### config.mk
export PLATFORM = sky130hd
export DESIGN_NAME = mips_perf_cnt
export DESIGN_NICKNAME = d
export VERILOG_FILES = /design/src/rtl/mips_perf_pkg.sv /design/src/rtl/mips_perf_ctr.sv /design/src/rtl/mips_perf_cnt.sv
export SDC_FILE = /design/constraint.sdc
export NUM_CORES = 1
export LEC_CHECK = 0
export CORE_MARGIN = 4
export CORE_UTILIZATION = 39
export DETAILED_ROUTE_END_ITERATION = 10
export DONT_BUFFER_PORTS = 1
export GPL_ROUTABILITY_DRIVEN = 0
export PLACE_DENSITY = 0.52
export SYNTH_ARGS = -nofsm -noshare
export SYNTH_HDL_FRONTEND = slang
export SYNTH_SLANG_ARGS = --single-unit
### constraint.sdc
create_clock -name clk -period 28.3 [get_ports clk]
set_clock_uncertainty 0.05 [all_clocks]
set_input_delay 1.415 -clock clk [delete_from_list [all_inputs] [get_ports clk]]
set_output_delay 1.415 -clock clk [all_outputs]
set_load 0.05 [all_outputs]
### src/rtl/mips_perf_pkg.sv
// Shared definitions for the MIPS performance-counter unit and its AXI-Lite slave.
package mips_perf_pkg;

    // Run/halt FSM encoding
    localparam logic [1:0] StIdle   = 2'd0;
    localparam logic [1:0] StRun    = 2'd1;
    localparam logic [1:0] StHalted = 2'd2;

    // Counter indices
    localparam int unsigned NumCnt    = 8;
    localparam int unsigned CntCyc    = 0;
    localparam int unsigned CntInst   = 1;
    localparam int unsigned CntBr     = 2;
    localparam int unsigned CntLd     = 3;
    localparam int unsigned CntSt     = 4;
    localparam int unsigned CntUser1  = 5;
    localparam int unsigned CntUser2  = 6;
    localparam int unsigned CntUser3  = 7;

    // AXI word offsets (0x1..0x8) as seen by the slave
    localparam logic [3:0] OffCyc   = 4'h1;
    localparam logic [3:0] OffInst  = 4'h2;
    localparam logic [3:0] OffBr    = 4'h3;
    localparam logic [3:0] OffLd    = 4'h4;
    localparam logic [3:0] OffSt    = 4'h5;
    localparam logic [3:0] OffUser1 = 4'h6;
    localparam logic [3:0] OffUser2 = 4'h7;
    localparam logic [3:0] OffUser3 = 4'h8;

    // Map a counter index to its AXI word offset
    function automatic logic [3:0] cnt_offset(input int unsigned idx);
        return 4'(idx + 1);
    endfunction

endpackage

### src/rtl/mips_perf_ctr.sv
// Single event counter: synchronous clear, increment, wrap or saturate.
// MIPS_PERF_SATURATE_EN selects saturation and adds a sticky sat_o flag.
module mips_perf_ctr #(
    parameter int unsigned CNT_WIDTH = 32
) (
    input  logic                 clk,
    input  logic                 rst,
    input  logic                 inc_i,
    input  logic                 clr_i,
`ifdef MIPS_PERF_SATURATE_EN
    output logic                 sat_o,
`endif
    output logic [CNT_WIDTH-1:0] cnt_o
);

    logic [CNT_WIDTH-1:0] cnt_q, cnt_d;

`ifdef MIPS_PERF_SATURATE_EN
    logic sat_q, sat_d;

    // Next count: clear wins, then saturating increment with sticky flag
    always_comb begin
        cnt_d = cnt_q;
        sat_d = sat_q;
        if (clr_i) begin
            cnt_d = '0;
            sat_d = 1'b0;
        end else if (inc_i) begin
            if (&cnt_q) begin
                sat_d = 1'b1;
            end else begin
                cnt_d = cnt_q + 1'b1;
            end
        end
    end

    // Sticky saturation flag
    always_ff @(posedge clk or posedge rst) begin
        if (rst) begin
            sat_q <= 1'b0;
        end else begin
            sat_q <= sat_d;
        end
    end

    assign sat_o = sat_q;
`else
    // Next count: clear wins, otherwise a silently wrapping increment
    always_comb begin
        cnt_d = cnt_q;
        if (clr_i) begin
            cnt_d = '0;
        end else if (inc_i) begin
            cnt_d = cnt_q + 1'b1;
        end
    end
`endif

    // Count register
    always_ff @(posedge clk or posedge rst) begin
        if (rst) begin
            cnt_q <= '0;
        end else begin
            cnt_q <= cnt_d;
        end
    end

    assign cnt_o = cnt_q;

endmodule

### src/rtl/mips_perf_cnt.sv
// MIPS performance-counter unit: run/halt FSM, eight event counters and a
// freezable snapshot register feeding the AXI-Lite slave.
// MIPS_PERF_SATURATE_EN: counters saturate and sat_flags_o is present.
module mips_perf_cnt
    import mips_perf_pkg::*;
#(
    parameter int unsigned CNT_WIDTH = 32,
    parameter int unsigned USER_NUM  = 3   // user1..user3 mapping assumes exactly 3
) (
    input  logic                clk,
    input  logic                rst,
    input  logic                start_i,
    input  logic                halt_i,
    input  logic                freeze_i,
    input  logic                clr_i,
    input  logic                ev_retire_i,
    input  logic                ev_branch_i,
    input  logic                ev_load_i,
    input  logic                ev_store_i,
    input  logic [USER_NUM-1:0] ev_user_i,
    output logic [31:0]         cycle_cnt_o,
    output logic [31:0]         inst_cnt_o,
    output logic [31:0]         br_cnt_o,
    output logic [31:0]         ld_cnt_o,
    output logic [31:0]         st_cnt_o,
    output logic [31:0]         user1_cnt_o,
    output logic [31:0]         user2_cnt_o,
    output logic [31:0]         user3_cnt_o,
`ifdef MIPS_PERF_SATURATE_EN
    output logic [7:0]          sat_flags_o,
`endif
    output logic                running_o
);

    logic [1:0]           state_q, state_d;
    logic                 counting;
    logic [NumCnt-1:0]    inc;
    logic [CNT_WIDTH-1:0] live [NumCnt];
    logic [31:0]          snap_q [NumCnt];
    logic [31:0]          snap_d [NumCnt];

    // Run/halt next state; clr overrides start/halt
    always_comb begin
        state_d = state_q;
        if (clr_i) begin
            state_d = StIdle;
        end else begin
            case (state_q)
                StIdle:   if (start_i) state_d = StRun;
                StRun:    if (halt_i) state_d = StHalted;
                StHalted: if (start_i && !halt_i) state_d = StRun;
                default:  state_d = StIdle;
            endcase
        end
    end

    // FSM state register
    always_ff @(posedge clk or posedge rst) begin
        if (rst) begin
            state_q <= StIdle;
        end else begin
            state_q <= state_d;
        end
    end

    assign counting  = (state_q == StRun);
    assign running_o = counting;

    // Per-counter increment enables; class events only count on retirement
    always_comb begin
        inc           = '0;
        inc[CntCyc]   = counting;
        inc[CntInst]  = counting && ev_retire_i;
        inc[CntBr]    = counting && ev_retire_i && ev_branch_i;
        inc[CntLd]    = counting && ev_retire_i && ev_load_i;
        inc[CntSt]    = counting && ev_retire_i && ev_store_i;
        inc[CntUser1] = counting && ev_user_i[0];
        inc[CntUser2] = counting && ev_user_i[1];
        inc[CntUser3] = counting && ev_user_i[2];
    end

`ifdef MIPS_PERF_SATURATE_EN
    logic [NumCnt-1:0] sat;
    assign sat_flags_o = sat;
`endif

    for (genvar i = 0; i < NumCnt; i++) begin : g_ctr
        mips_perf_ctr #(
            .CNT_WIDTH (CNT_WIDTH)
        ) u_ctr (
            .clk   (clk),
            .rst   (rst),
            .inc_i (inc[i]),
            .clr_i (clr_i),
`ifdef MIPS_PERF_SATURATE_EN
            .sat_o (sat[i]),
`endif
            .cnt_o (live[i])
        );
    end

    // Snapshot follows the live counters one cycle late unless frozen
    always_comb begin
        for (int i = 0; i < NumCnt; i++) begin
            snap_d[i] = freeze_i ? snap_q[i] : 32'(live[i]);
        end
    end

    // Snapshot register
    always_ff @(posedge clk or posedge rst) begin
        if (rst) begin
            for (int i = 0; i < NumCnt; i++) begin
                snap_q[i] <= '0;
            end
        end else begin
            for (int i = 0; i < NumCnt; i++) begin
                snap_q[i] <= snap_d[i];
            end
        end
    end

    assign cycle_cnt_o = snap_q[CntCyc];
    assign inst_cnt_o  = snap_q[CntInst];
    assign br_cnt_o    = snap_q[CntBr];
    assign ld_cnt_o    = snap_q[CntLd];
    assign st_cnt_o    = snap_q[CntSt];
    assign user1_cnt_o = snap_q[CntUser1];
    assign user2_cnt_o = snap_q[CntUser2];
    assign user3_cnt_o = snap_q[CntUser3];

endmodule

==> impl_metrics.tcl, run 1 <==
set metrics [dict create \
    drive_above_1_share_pct 19.7 \
    htree_levels 2 \
    crit_fanout 13 \
    placed_area_um2 23000 \
    reg2regPathDepth 6 \
    clock_latency_ps 590 \
    synth_compound_area_share_pct 2.00 \
    period_minus_slack_ps 4130 \
    criticalPathCategory "reg2out" \
    synthToLayoutAreaGrowth_pct 11.9 \
    hold_path_class "reg2reg" \
    fin_area_um2 25000 \
    fmax_mhz 242 \
    drv_slew 0 \
    synth_cell_types 50 \
    cts_tree "done" \
    synth_xor_area_share_pct 8.55 \
    die_x_um 247 \
    rsz0062_at_grt "no" \
    r2r-start "state_q[1]" \
    layout_commonest_cell "dfrtp_1" \
    slowest_stage "nand2b_1" \
    p_per_area_nw_per_um2 61.3 \
    crit_path_max_incr_delay_ps 650 \
    start_kind "flop" \
    die_h_um 247 \
    ys_seq_area_share_pct 57.6 \
    synth_seq_cells 514 \
    r2r_end "g_ctr[5].u_ctr.cnt_o[13]" \
    die_area_um2 61200 \
    synth_flop_cell "dfrtp_1" \
    drt-initial-drc-count 596 \
    synthMuxAreaShare_pct 12.2 \
    nFillCells 5279 \
    cts_setup_buffers 0 \
    pin_count 270 \
    hold_viol 0 \
    p_leak_nw 11.5 \
    synth_top_family_by_area "simple AND/OR/NAND/NOR gates" \
    r2r_slack_ps 25090 \
    syn_area_um2 22300 \
    setup_viol_count_final 0 \
    cts_resized 0 \
    grt_pass1_wl_mm 82.6 \
    synth_fa_ha_area_share_pct 0.448 \
    tightest_slew_ps 1150 \
    path_buf_inv 2 \
    clk_pin_slew_ps 60 \
    crit_cells 3 \
    cts_buffers 58 \
    dp_hpwl_mm 33.1 \
    cts_sinks 514 \
    cts.hold.buffers_added 0 \
    first_global_vias 14000 \
    num_rows 87 \
    holdPathStages 1 \
    grtUsageTotal_pct 16.7 \
    critPathCaptureType "primary output" \
    hold_end "user2_cnt_o[31]" \
    yosysWarnings 0 \
    relSlewSlack_pct 22.6 \
    drc 0 \
    outcome "completed" \
    firstDrtPassIters 4 \
    path_cells "nand2b_1 -> inv_2 -> buf_4" \
    holdWs_ps 488 \
    clockRootBuffer "clkbuf_16" \
    finalPower_mw 1.53 \
    cp.arrival_ps 2660 \
    peakVddDrop_v 0.0000452 \
    post-route-util_pct 44.2 \
    antenna_found_initial 0 \
    crit_family "buffers and inverters" \
    cap_violations 0 \
    wl_mm 51.4 \
    timing.final.crit_share_pct 14.6 \
    ant_nets 0 \
    core_area_um2 56600 \
    synth_cells 1904 \
    syn_nets 1925 \
    avgSynthCellArea_um2 11.7 \
    post_drt_wl_per_cell_um 19.1 \
    io_buffers 0 \
    synthSimpleGateAreaFrac_pct 17.3 \
    nNetsFinal 1913 \
    grt_max_degree 275 \
    num_vias 13900 \
    finalSetupTns_ps 0 \
    viasPerCell 5.18 \
    cts_buffer_depth 3 \
    synthArstFlopShare_pct 100 \
    grt_overflow 0 \
    layout_common_cells "dfrtp_1, nor2_1, mux2_2" \
    initial_utilization_pct 39.5 \
    synth_edf_count 0 \
    required_ps 26840 \
    hold_start "g_ctr[6].u_ctr.cnt_o[31]" \
    diodes 0 \
]
layer usage:
layer	track usage [%]	share of wire [%]	up-vias
li1	-	-	6589
met1	22.0	43	7030
met2	26.3	46	253
met3	5.43	7.4	71
met4	5.61	3.0	0
met5	0	0	-
layout make-up:
type	count	area [um2]	area share, %
sequential	514	12900	51.5
multi-input combinational	1283	9060	36.2
clock buffer	91	1790	7.15
tap	756	946	3.78
clock inverter	15	165	0.661
inverter	24	97.6	0.390
timing repair buffer	11	82.6	0.330
worst max-delay path by stage:
stage / startpoint / endpoint / slack (ps)
after floorplan: rst / br_cnt_o[0] / 12480
final: state_q[1] / running_o / 24170
after global placement: rst / g_ctr[2].u_ctr.cnt_o[18] / 23660
after global routing: rst / g_ctr[2].u_ctr.cnt_o[18] / 23850
after CTS: state_q[1] / running_o / 24000
after detailed placement: rst / g_ctr[2].u_ctr.cnt_o[18] / 23620
kinds of logic after synthesis:
group / after synthesis
buffers and inverters: 107
muxes: 242
DFF: 514
and+or+nand+nor: 730
AOI/OAI and AO/OA: 85
xor gates and xnor gates: 218
adders and majority gates: 8
where the power goes:
part	switching [mW]	internal, mW
clock	0.298	0.458
combinational	0.0204	0.00930
sequential	0.00817	0.738
total	0.326	1.21
cell usage after synthesis (all sizes together), types with 3 or more instances:
library cell | n | share of area, %
a21oi | 36 | 0.81
and2 | 15 | 0.42
and3 | 31 | 0.87
and4 | 30 | 1.2
buf | 18 | 0.43
clkbuf | 65 | 1.1
dfrtp | 514 | 58
ha | 8 | 0.45
inv | 24 | 0.40
mux2 | 240 | 12
nand2 | 110 | 1.8
nand2b | 4 | 0.11
nand3 | 91 | 2.1
nand4 | 94 | 2.8
nand4b | 6 | 0.37
nor2 | 252 | 4.2
nor2b | 3 | 0.084
nor3 | 31 | 0.79
nor4 | 28 | 1.4
o21ai | 43 | 0.96
or2 | 3 | 0.084
or3 | 25 | 0.70
xnor2 | 71 | 2.8
xor2 | 147 | 5.8
sequential cells by signal (all words and copies together), names as in the netlist:
| name | count |
|---|---|
| user3_cnt_o | 32 |
| inst_cnt_o | 32 |
| g_ctr.u_ctr.cnt_o | 256 |
| st_cnt_o | 32 |
| cycle_cnt_o | 32 |
| br_cnt_o | 32 |
| user2_cnt_o | 32 |
| state_q | 2 |
| user1_cnt_o | 32 |
| ld_cnt_o | 32 |
per-stage QoR:
step / setup WS, ps / cells
after global placement: 23660 / 2588
after CTS: 24000 / 2694
final: 24170 / 2694
after global routing: 23850 / 2694
after floorplan: 12480 / 1904
after detailed placement: 23620 / 2588
No activity file was read; power rests on OpenSTA's default activity.
==> run 2, diff against run 1 <==
--- a/config.mk
+++ b/config.mk
@@ -10,7 +10,7 @@
 export DETAILED_ROUTE_END_ITERATION = 10
 export DONT_BUFFER_PORTS = 1
 export GPL_ROUTABILITY_DRIVEN = 0
-export PLACE_DENSITY = 0.52
+export PLACE_DENSITY = 0.54
 export SYNTH_ARGS = -nofsm -noshare
 export SYNTH_HDL_FRONTEND = slang
 export SYNTH_SLANG_ARGS = --single-unit
==> constraint.sdc (replaced) <==
create_clock -name clk -period 3.4 [get_ports clk]
set_clock_uncertainty 0.05 [all_clocks]
set_input_delay 0.17 -clock clk [delete_from_list [all_inputs] [get_ports clk]]
set_output_delay 0.17 -clock clk [all_outputs]
set_load 0.05 [all_outputs]
==> run 2 against run 1 <==
Net effect:
- critical path depth rose by 5
- via count up 7.3%
- die area unchanged
- clock-buffer cell count fell by 9
- power grew to 8.3 times the previous value
- routed wire length rose by 6.8%
- highest routed layer is now met5
==> impl_metrics.tcl, run 2 (same netlist as run 1, synthesis figures left out) <==
set metrics [dict create \
    r2r_slack_ps 400 \
    cts_setup_buffers 0 \
    cap_violations 0 \
    cts_buffers 56 \
    htree_levels 2 \
    nFillCells 5146 \
    required_ps 3820 \
    crit_start "state_q[0]" \
    largest_reg_flops 256 \
    core_area_um2 56600 \
    clockRootBuffer "clkbuf_16" \
    die_area_um2 61200 \
    diodes 0 \
    drv_slew 0 \
    r2r_end "g_ctr[1].u_ctr.cnt_o[22]" \
    start_kind "flop" \
    nNetsFinal 2129 \
    grt_max_degree 189 \
    first_global_vias 15300 \
    io_buffers 0 \
    drive_above_1_share_pct 18.3 \
    die_x_um 247 \
    clock_latency_ps 600 \
    peakVddDrop_v 0.000333 \
    synthToLayoutAreaGrowth_pct 21.7 \
    period_minus_slack_ps 3000 \
    ant_nets 0 \
    hold_viol 0 \
    die_h_um 247 \
    num_vias 15000 \
    wl_mm 54.9 \
    reg2regPathDepth 8 \
    holdWs_ps 55.4 \
    crit_fanout 18 \
    hold_path_class "in2async" \
    viasPerCell 5.14 \
    drc 0 \
    tightest_slew_ps 868 \
    timing.final.crit_share_pct 88.2 \
    clk_pin_slew_ps 70 \
    cts_tree "done" \
    pre_cts_ws_ps 932 \
    crit_path_max_incr_delay_ps 550 \
    num_rows 87 \
    drt-initial-drc-count 774 \
    cts_buffer_depth 3 \
    placed_area_um2 23200 \
    grt_overflow 0 \
    layout_commonest_cell "dfrtp_1" \
    relSlewSlack_pct 42.1 \
    finalSetupTns_ps 0 \
    firstDrtPassIters 5 \
    outcome "completed" \
    p_per_area_nw_per_um2 468 \
    post-route-util_pct 48.0 \
    cts_sinks 514 \
    post_drt_wl_per_cell_um 18.9 \
    fmax_mhz 334 \
    use_met2_pct 28.9 \
    path_cells "buf_4 -> nand2b_1 -> inv_2 -> nand4_1 -> nor4_1 -> xnor2_1 -> nor2_1 -> dlygate4sd3_1" \
    criticalPathCategory "reg2reg" \
    initial_utilization_pct 39.5 \
    top_usage_layer "met2" \
    pin_count 270 \
    slowest_stage "dlygate4sd3_1" \
    cp.arrival_ps 3410 \
    p_leak_nw 13.0 \
    grtUsageTotal_pct 18.0 \
    fin_area_um2 27200 \
    met1_usage_pct 23.2 \
    setup_viol_count_final 0 \
    r2r-start "state_q[0]" \
    finalWorstSetupSlack_ps 403 \
    layout_common_cells "dfrtp_1, nor2_1, mux2_2" \
    dp_hpwl_mm 34.2 \
    seq_area_um2 12900 \
    antenna_found_initial 2 \
    use_met3_pct 5.66 \
    critPathCaptureType "flop" \
    grt_pass1_wl_mm 88.5 \
    multiInputGateArea_um2 9060 \
    rsz0062_at_grt "no" \
]
run 2: changes by cell type in the layout (fill, tap and decap cells not counted), sizes merged:
cell	delta
dlygate4sd3	+208
buf	+10
clkbuf	-9
clkinv	+6
inv	-4
clkinvlp	+3
run 2: layout make-up:
type                            count  share of cell area, %
Clock buffer                       82                   6.29
Tap cell                          756                   3.48
Sequential cell                   514                   47.3
Clock inverter                     20                  0.663
Multi-Input combinational cell   1283                   33.3
Timing Repair Buffer              229                   8.61
Inverter                           24                  0.345
run 2: worst max-delay path by stage:
stage	endpoint	slack (ps)	cells past startpoint
2_1_floorplan	br_cnt_o[0]	-3800	1
3_3_place_gp	g_ctr[1].u_ctr.cnt_o[30]	990	7
3_5_place_dp	g_ctr[1].u_ctr.cnt_o[30]	930	7
4_1_cts	g_ctr[1].u_ctr.cnt_o[22]	390	8
5_1_grt	g_ctr[1].u_ctr.cnt_o[22]	220	8
6_report	g_ctr[1].u_ctr.cnt_o[22]	400	8
run 2: worst max-delay path: cells and delay by family (launching register included):
| kind | cells | cell delay [ps] |
|---|---|---|
| and+or+nand+nor | 4 | 1000 |
| DFF | 1 | 520 |
| buffers and inverters | 3 | 1120 |
| xor gates and xnor gates | 1 | 170 |
run 2: stage by stage:
stage,instances,power [mW]
6_report,2908,12.7
3_3_place_gp,2596,6.59
3_5_place_dp,2596,6.59
4_1_cts,2908,13.0
2_1_floorplan,1904,6.60
5_1_grt,2908,13.3
run 2: metal layers:
metal  vias up  share of wire (%)  wire length, um
li1       7028                  -                -
met1      7576                 42            23200
met2       267                 47            26000
met3        85                7.4             4060
met4         4                3.0             1660
met5         -              0.036               20
run 2: power by group:
part / switching [mW] / internal (mW) / total [mW]
sequential: 0.0685 / 6.14 / 6.21
clock: 2.49 / 3.69 / 6.17
combinational: 0.249 / 0.109 / 0.359
total: 2.80 / 9.93 / 12.7
run 2: repair_timing:
item,CTS,global route
hold endpoints to repair,764,0
hold buffers,210,0
resized for setup,0,0
